`config.mk`:
```
export PLATFORM = sky130hd
export DESIGN_NAME = mem_access_unit_flat
export DESIGN_NICKNAME = d
export VERILOG_FILES = /design/src/rtl/mem_access_unit_pkg.sv /design/src/rtl/mem_access_unit_if.sv /design/src/rtl/mem_access_unit_load_formatter.sv /design/src/rtl/mem_access_unit.sv /design/src/flat_wrapper.sv
export SDC_FILE = /design/constraint.sdc
export NUM_CORES = 1
export LEC_CHECK = 0
export ABC_AREA = 1
export BUFFER_PORTS_ARGS = -buffer_cell sky130_fd_sc_hd__buf_2
export CAP_MARGIN = 20
export CORE_MARGIN = 5
export CORE_UTILIZATION = 47
export DETAILED_ROUTE_END_ITERATION = 12
export PLACE_DENSITY = 0.85
export SETUP_SLACK_MARGIN = 0.4
export SYNTH_ARGS = -nofsm -noshare
export SYNTH_HDL_FRONTEND = slang
export SYNTH_SLANG_ARGS = --single-unit
export TNS_END_PERCENT = 50
```
`constraint.sdc`:
```
create_clock -name clk -period 1.55 [get_ports clk]
set_input_delay 0 -clock clk [delete_from_list [all_inputs] [get_ports clk]]
set_output_delay 0 -clock clk [all_outputs]
set_load 0.01 [all_outputs]
```
`src/rtl/mem_access_unit_pkg.sv`:
```
// Shared types for the MEM-stage data-memory controller: FSM states,
// RV32I load/store funct3 encodings and the alignment rule.
package mem_access_unit_pkg;

  localparam int DEFAULT_TIMEOUT_CYCLES = 256;

  typedef enum logic [1:0] {
    IDLE = 2'd0,
    BUSY = 2'd1,
    DONE = 2'd2
  } mem_state_t;

  typedef enum logic [2:0] {
    LB  = 3'b000,
    LH  = 3'b001,
    LW  = 3'b010,
    LBU = 3'b100,
    LHU = 3'b101
  } load_funct3_t;

  typedef enum logic [2:0] {
    SB = 3'b000,
    SH = 3'b001,
    SW = 3'b010
  } store_funct3_t;

  // Halfwords may not straddle the word (offset 3); words must start at offset 0.
  // Byte accesses are always aligned.
  function automatic logic is_misaligned(input logic [2:0] funct3, input logic [1:0] offset);
    logic result;
    case (funct3[1:0])
      2'b01:   result = (offset == 2'b11);
      2'b10:   result = (offset != 2'b00);
      default: result = 1'b0;
    endcase
    return result;
  endfunction

endpackage

```
`src/rtl/mem_access_unit_if.sv`:
```
// Data-memory request/response bus. master = controller side, slave = memory side.
interface mem_access_unit_if;
  logic        dmem_read;
  logic        dmem_write;
  logic [31:0] dmem_address;
  logic [31:0] dmem_wdata;
  logic [3:0]  dmem_mbe;
  logic [31:0] dmem_rdata;
  logic        dmem_resp;

  modport master (
    output dmem_read, dmem_write, dmem_address, dmem_wdata, dmem_mbe,
    input  dmem_rdata, dmem_resp
  );

  modport slave (
    input  dmem_read, dmem_write, dmem_address, dmem_wdata, dmem_mbe,
    output dmem_rdata, dmem_resp
  );
endinterface

```
`src/rtl/mem_access_unit_load_formatter.sv`:
```
// Combinational load formatter: shifts the addressed byte/halfword of a
// memory word down to lane 0 and sign- or zero-extends it by funct3.
module mem_access_unit_load_formatter
  import mem_access_unit_pkg::*;
(
  input  logic [31:0] rdata,
  input  logic [1:0]  offset,
  input  logic [2:0]  funct3,
  output logic [31:0] load_data
);

  logic [31:0] shifted;

  // Align to lane 0, then extend according to the load type.
  always_comb begin
    shifted   = rdata >> {offset, 3'b000};
    load_data = shifted;
    case (load_funct3_t'(funct3))
      LB:      load_data = {{24{shifted[7]}}, shifted[7:0]};
      LH:      load_data = {{16{shifted[15]}}, shifted[15:0]};
      LBU:     load_data = {24'b0, shifted[7:0]};
      LHU:     load_data = {16'b0, shifted[15:0]};
      default: load_data = shifted;
    endcase
  end

endmodule

```
`src/rtl/mem_access_unit.sv`:
```
// MEM-stage data-memory controller. Runs one dmem handshake per load/store,
// stalls the pipeline until the response, formats load data for MEM/WB and
// flags misaligned or timed-out accesses.
//
//  state | meaning
//  IDLE  | waiting for a load/store from EX/MEM
//  BUSY  | request on dmem, waiting for dmem_resp or timeout
//  DONE  | one-cycle result slot; pipeline released
module mem_access_unit
  import mem_access_unit_pkg::*;
#(
  parameter int TIMEOUT_CYCLES = DEFAULT_TIMEOUT_CYCLES
) (
  input  logic               clk,
  input  logic               rst,
  input  logic               mem_read,
  input  logic               mem_write,
  input  logic [2:0]         funct3,
  input  logic [31:0]        addr_aligned,
  input  logic [1:0]         bit_shift,
  input  logic [3:0]         mem_byte_enable,
  input  logic [31:0]        write_data,
  mem_access_unit_if.master  dmem,
  output logic               mem_stall,
  output logic [31:0]        load_data,
  output logic               misalign,
  output logic               timeout,
  output logic [31:0]        stall_cycles
);

  localparam int TIMER_W = (TIMEOUT_CYCLES > 2) ? $clog2(TIMEOUT_CYCLES) : 1;

  mem_state_t         state_q, state_d;
  logic               op_read_q;
  logic [31:0]        addr_q;
  logic [31:0]        wdata_q;
  logic [3:0]         mbe_q;
  logic [2:0]         funct3_q;
  logic [1:0]         offset_q;
  logic [TIMER_W-1:0] timer_q;
  logic [31:0]        load_data_q;
  logic               misalign_q;
  logic               timeout_q;
  logic [31:0]        stall_cnt_q;

  logic               req;
  logic               misaligned_in;
  logic               timer_done;
  logic [31:0]        fmt_data;

  assign req           = mem_read | mem_write;
  assign misaligned_in = is_misaligned(funct3, bit_shift);
  assign timer_done    = (timer_q == TIMER_W'(TIMEOUT_CYCLES - 1));

  mem_access_unit_load_formatter u_load_formatter (
    .rdata     (dmem.dmem_rdata),
    .offset    (offset_q),
    .funct3    (funct3_q),
    .load_data (fmt_data)
  );

  // State register.
  always_ff @(posedge clk or negedge rst) begin
    if (!rst) state_q <= IDLE;
    else      state_q <= state_d;
  end

  // Next-state and bus/stall outputs; dmem request comes only from registers.
  always_comb begin
    state_d           = state_q;
    dmem.dmem_read    = 1'b0;
    dmem.dmem_write   = 1'b0;
    dmem.dmem_address = addr_q;
    dmem.dmem_wdata   = wdata_q;
    dmem.dmem_mbe     = mbe_q;
    mem_stall         = 1'b0;
    case (state_q)
      IDLE: begin
        mem_stall = rst & req;
        if (req) state_d = misaligned_in ? DONE : BUSY;
      end
      BUSY: begin
        mem_stall       = rst;
        dmem.dmem_read  = op_read_q;
        dmem.dmem_write = ~op_read_q;
        if (dmem.dmem_resp || timer_done) state_d = DONE;
      end
      DONE:    state_d = IDLE;
      default: state_d = IDLE;
    endcase
  end

  // Capture the access on entry to BUSY, run the timer and latch the result on exit.
  always_ff @(posedge clk or negedge rst) begin
    if (!rst) begin
      op_read_q   <= 1'b0;
      addr_q      <= '0;
      wdata_q     <= '0;
      mbe_q       <= '0;
      funct3_q    <= '0;
      offset_q    <= '0;
      timer_q     <= '0;
      load_data_q <= '0;
      misalign_q  <= 1'b0;
      timeout_q   <= 1'b0;
    end else begin
      misalign_q <= 1'b0;
      timeout_q  <= 1'b0;
      case (state_q)
        IDLE: begin
          if (req && misaligned_in) begin
            misalign_q  <= 1'b1;
            load_data_q <= '0;
          end else if (req) begin
            op_read_q <= mem_read;
            addr_q    <= addr_aligned;
            wdata_q   <= write_data << {bit_shift, 3'b000};
            mbe_q     <= mem_read ? 4'b1111 : mem_byte_enable;
            funct3_q  <= funct3;
            offset_q  <= bit_shift;
            timer_q   <= '0;
          end
        end
        BUSY: begin
          if (dmem.dmem_resp) begin
            if (op_read_q) load_data_q <= fmt_data;
          end else if (timer_done) begin
            timeout_q   <= 1'b1;
            load_data_q <= '0;
          end else begin
            timer_q <= timer_q + 1'b1;
          end
        end
        default: ;
      endcase
    end
  end

  // Saturating count of stalled cycles.
  always_ff @(posedge clk or negedge rst) begin
    if (!rst)                                  stall_cnt_q <= '0;
    else if (mem_stall && stall_cnt_q != '1)   stall_cnt_q <= stall_cnt_q + 1'b1;
  end

  assign load_data    = load_data_q;
  assign misalign     = misalign_q;
  assign timeout      = timeout_q;
  assign stall_cycles = stall_cnt_q;

endmodule
```
`src/flat_wrapper.sv`:
```
// flat-port wrapper written by rule: the top's interface ports become plain ports
module mem_access_unit_flat import mem_access_unit_pkg::*;
#(
  parameter int TIMEOUT_CYCLES = DEFAULT_TIMEOUT_CYCLES
)
  (clk, rst, mem_read, mem_write, funct3, addr_aligned, bit_shift, mem_byte_enable, write_data, mem_stall, load_data, misalign, timeout, stall_cycles, dmem_dmem_read, dmem_dmem_write, dmem_dmem_address, dmem_dmem_wdata, dmem_dmem_mbe, dmem_dmem_rdata, dmem_dmem_resp);
  mem_access_unit_if dmem_i ();
  input  logic clk;
  input  logic rst;
  input  logic mem_read;
  input  logic mem_write;
  input  logic [2:0] funct3;
  input  logic [31:0] addr_aligned;
  input  logic [1:0] bit_shift;
  input  logic [3:0] mem_byte_enable;
  input  logic [31:0] write_data;
  output logic mem_stall;
  output logic [31:0] load_data;
  output logic misalign;
  output logic timeout;
  output logic [31:0] stall_cycles;
  output wire logic [$bits(dmem_i.dmem_read)-1:0] dmem_dmem_read;
  output wire logic [$bits(dmem_i.dmem_write)-1:0] dmem_dmem_write;
  output wire logic [$bits(dmem_i.dmem_address)-1:0] dmem_dmem_address;
  output wire logic [$bits(dmem_i.dmem_wdata)-1:0] dmem_dmem_wdata;
  output wire logic [$bits(dmem_i.dmem_mbe)-1:0] dmem_dmem_mbe;
  input wire logic [$bits(dmem_i.dmem_rdata)-1:0] dmem_dmem_rdata;
  input wire logic [$bits(dmem_i.dmem_resp)-1:0] dmem_dmem_resp;
  assign dmem_dmem_read = dmem_i.dmem_read;
  assign dmem_dmem_write = dmem_i.dmem_write;
  assign dmem_dmem_address = dmem_i.dmem_address;
  assign dmem_dmem_wdata = dmem_i.dmem_wdata;
  assign dmem_dmem_mbe = dmem_i.dmem_mbe;
  assign dmem_i.dmem_rdata = dmem_dmem_rdata;
  assign dmem_i.dmem_resp = dmem_dmem_resp;
  mem_access_unit #(.TIMEOUT_CYCLES(TIMEOUT_CYCLES)) u_core (.clk(clk), .rst(rst), .mem_read(mem_read), .mem_write(mem_write), .funct3(funct3), .addr_aligned(addr_aligned), .bit_shift(bit_shift), .mem_byte_enable(mem_byte_enable), .write_data(write_data), .dmem(dmem_i), .mem_stall(mem_stall), .load_data(load_data), .misalign(misalign), .timeout(timeout), .stall_cycles(stall_cycles));
endmodule
```
==> summary.txt <==
Status - complete, but fails checks
Violated checks - setup timing
Max transition margin - 45.9%
Reg2reg setup slack - -0.04 ns
Initial antenna violation count - 2
Met1 track demand over resource - 35.2%
Top-count cell post-synth - nand2_1
Register area - 0.00376 sq mm
Latest clock arrival within the worst-skew pair - 0.43 ns
CP startpoint kind - flop
Largest fanout on the critical path - 5
GR Layer Usage met2 - 49.9%
Finish-stage setup viols - 18
F_max - 630 MHz
Gpl congestion - 0.889
Final ANT Viol Nets - 0
Die Y - 141 um
TNS Setup - -0.227 ns
Multi-input gate area - 0.00480 sq mm
Critical Path RT - 1.91 ns
Most common flop cell mapped by yosys - dfrtp_1
Period minus WS final - 1.59 ns
Total power - 0.0226 W
Power Dens Cells - 1700 mW/mm^2
Worst Skew - 0.0195 ns
Hold Path End - u_core.load_data[31]
CTS tree - yes
Slew Viols, Final - 0
CP Class - flop to flop
Peak supply drop - 1.26 mV
Die area - 0.0199 sq mm
Clock Path Buffers - 2
Layout cells sized above 1 - 40.5%
Slew @ Worst Pin - 0.812 ns
Crit path DAT - 1.94 ns
GR peak layer - met2
I/O pin count - 247
Post-Syn Area - 0.00808 sq mm
Synth-to-layout area growth - 64.0%
Max Cap Viol - 0
Yosys cell types - 39
Number of DRC markers in iteration 0 - 1192
RSZ-0062 raised after global routing - true
Cts bufs inserted - 17
DP HPWL - 18200 um
Vias per cell - 5.67
DRC viols - 0
Hold Crit Start - dmem_dmem_rdata[31]
Post-synth top area share - 46.4%
Ys async rst share - 100%
WL per Instance - 19.5 um
Global-route track usage on met3 - 8.07%
Vias - 10100
Largest net degree at the start of global routing - 151
Hold depth - 5
Crit share post-route - 102%
Final worst slack - -0.0366 ns
Syn Inst Count - 1127
Rows - 48
Top cells by area, synth - dfrtp_1 46%, nand2_1 27%, nand3_1 5.8%
All-Layer GR Usage - 29.4%
Root buffer cell - clkbuf_16
GRT overflow - 0
Port Buffers - 246
Final nets - 1663
Area leader, netlist - dfrtp_1
Cell area after layout - 0.0133 sq mm
Leakage Power - 7.05 nW
Most instantiated cells after synthesis - 578 x nand2_1, 150 x dfrtp_1, 93 x nand3_1
FF-to-FF End - u_core.dmem.dmem_wdata[7]
Worst setup EP type - flop
FF-to-FF Start - u_core.state_q[0]
First-pass DRT Iterations - 8
Net Count, Synth - 1241
Htree depth - 4
EDFF count, synth - 0
Number of fill cells in the layout - 1020
Worst min path class - input pin to flop
Post-DP Area - 0.00999 sq mm
Chip width - 141 um
Yosys warns - 0
Sequential area share after synthesis - 46.4%
Core box area - 0.0171 sq mm
First-pass GRT wire length - 47500 um
CTS sink count - 150
Initial core utilization - 47.4%
R2R cell count - 9
Final hold violations - 0
Vias in the first global route - 9498
DRT Wirelength - 35000 um
Mean Syn Cell Area - 7.17 sq um
Reg clk slew, reported paths - 0.07 ns
Seq cells post-synth - 150
[sequential cells by signal, indices dropped and copies added, names as in the netlist, 2 cells and up]
name	flops
u_core.load_data	32
u_core.dmem.dmem_address	32
u_core.stall_cycles	32
u_core.state_q	2
u_core.funct3_q	3
u_core.dmem.dmem_wdata	32
u_core.timer_q	8
u_core.dmem.dmem_mbe	4
u_core.offset_q	2
[stage by stage]
stage               std cells  hold slack, ns  setup slack, ns  util (%)
finish                   1789          0.0166          -0.0366      77.7
global route             1789          0.0287           -0.102      77.7
CTS                      1766          -0.116           0.0689      70.3
detailed placement       1620           0.199          -0.0317      58.6
global placement         1620           0.195           0.0196      58.6
floorplan                1127          -0.296           0.0464         -
[layout by cell type, fill, tap and decap left out, drive strengths merged]
master       Yosys  final
a21oi            3      3
a31oi            1      1
and2             1      1
and3             1      1
buf             33    354
clkbuf          16     23
clkinv           1      6
clkinvlp         0      1
dfrtp          150    150
diode            0      2
dlygate4sd3      0     90
ha               4      4
inv             54     64
nand2          584    584
nand3           97     98
nand4            3      3
nor2            81     81
nor3             1      1
nor3b            1      1
o211ai           7      7
o21ai           57     57
o31ai            8      8
or2              8      8
xnor2            6      6
xor2            10     10
[layer usage]
layer | vias up | part of all wire (%) | wire [um]
met1 | 4731 | 36 | 12400
met2 | 817 | 48 | 16800
met4 | 0 | 5.5 | 1910
met5 | - | 0 | 0
met3 | 202 | 11 | 3840
li1 | 4386 | - | -
[critical path, stage by stage, from the launching register on]
cell     delay [ns]
dfrtp_1        0.41
inv_2          0.08
nand2_2        0.07
nor2_4         0.12
nand2_4        0.11
buf_12         0.18
nor2_4         0.20
buf_6          0.13
nand2_1        0.11
nand2_1        0.10
[cell families after synthesis]
| group | count (synthesis) | share of synthesized area [%] |
|---|---|---|
| buffers and inverters | 104 | 6.52 |
| adder cells (fa/ha/maj) | 4 | 0.619 |
| XOR/XNOR | 16 | 1.73 |
| flip-flops | 150 | 46.4 |
| AO/OA/AOI/OAI | 76 | 5.19 |
| AND/OR/NAND/NOR | 777 | 39.5 |
[how the worst max path moves through the flow]
stage / start / endpoint / depth (start not counted)
floorplan: u_core.stall_cycles[0] / u_core.stall_cycles[10] / 11
global placement: u_core.offset_q[0] / u_core.load_data[31] / 7
detailed placement: u_core.offset_q[0] / u_core.load_data[31] / 7
CTS: u_core.state_q[0] / mem_stall / 6
global route: u_core.timer_q[0] / u_core.load_data[18] / 9
finish: u_core.state_q[0] / u_core.dmem.dmem_wdata[7] / 9
[what timing repair did]
item                                    in CTS  in global routing
pin swaps                                    5                 66
endpoints found under the hold margin      219                  1
buffers inserted                            15                 13
hold buffers                                89                  1
gates cloned                                10                  7
endpoints found under the setup margin     155                162
gates resized for setup                     46                284
[power breakdown]
group	switching, W	total, W	internal (W)
Sequential	0.00139	0.00663	0.00524
Clock	0.00205	0.00424	0.00219
Combinational	0.00663	0.0117	0.00507
[area by class of cell]
class	count	share of cell area [%]
Clock inverter	15	1.28
Timing Repair Buffer	450	26.9
Timing Repair inverter	1	0.0661
Antenna cell	2	0.0378
Tap cell	225	2.12
Inverter	55	1.89
Sequential cell	150	28.4
Multi-Input combinational cell	874	36.2
Clock buffer	17	3.21
Power figures use the tool's default switching activity.
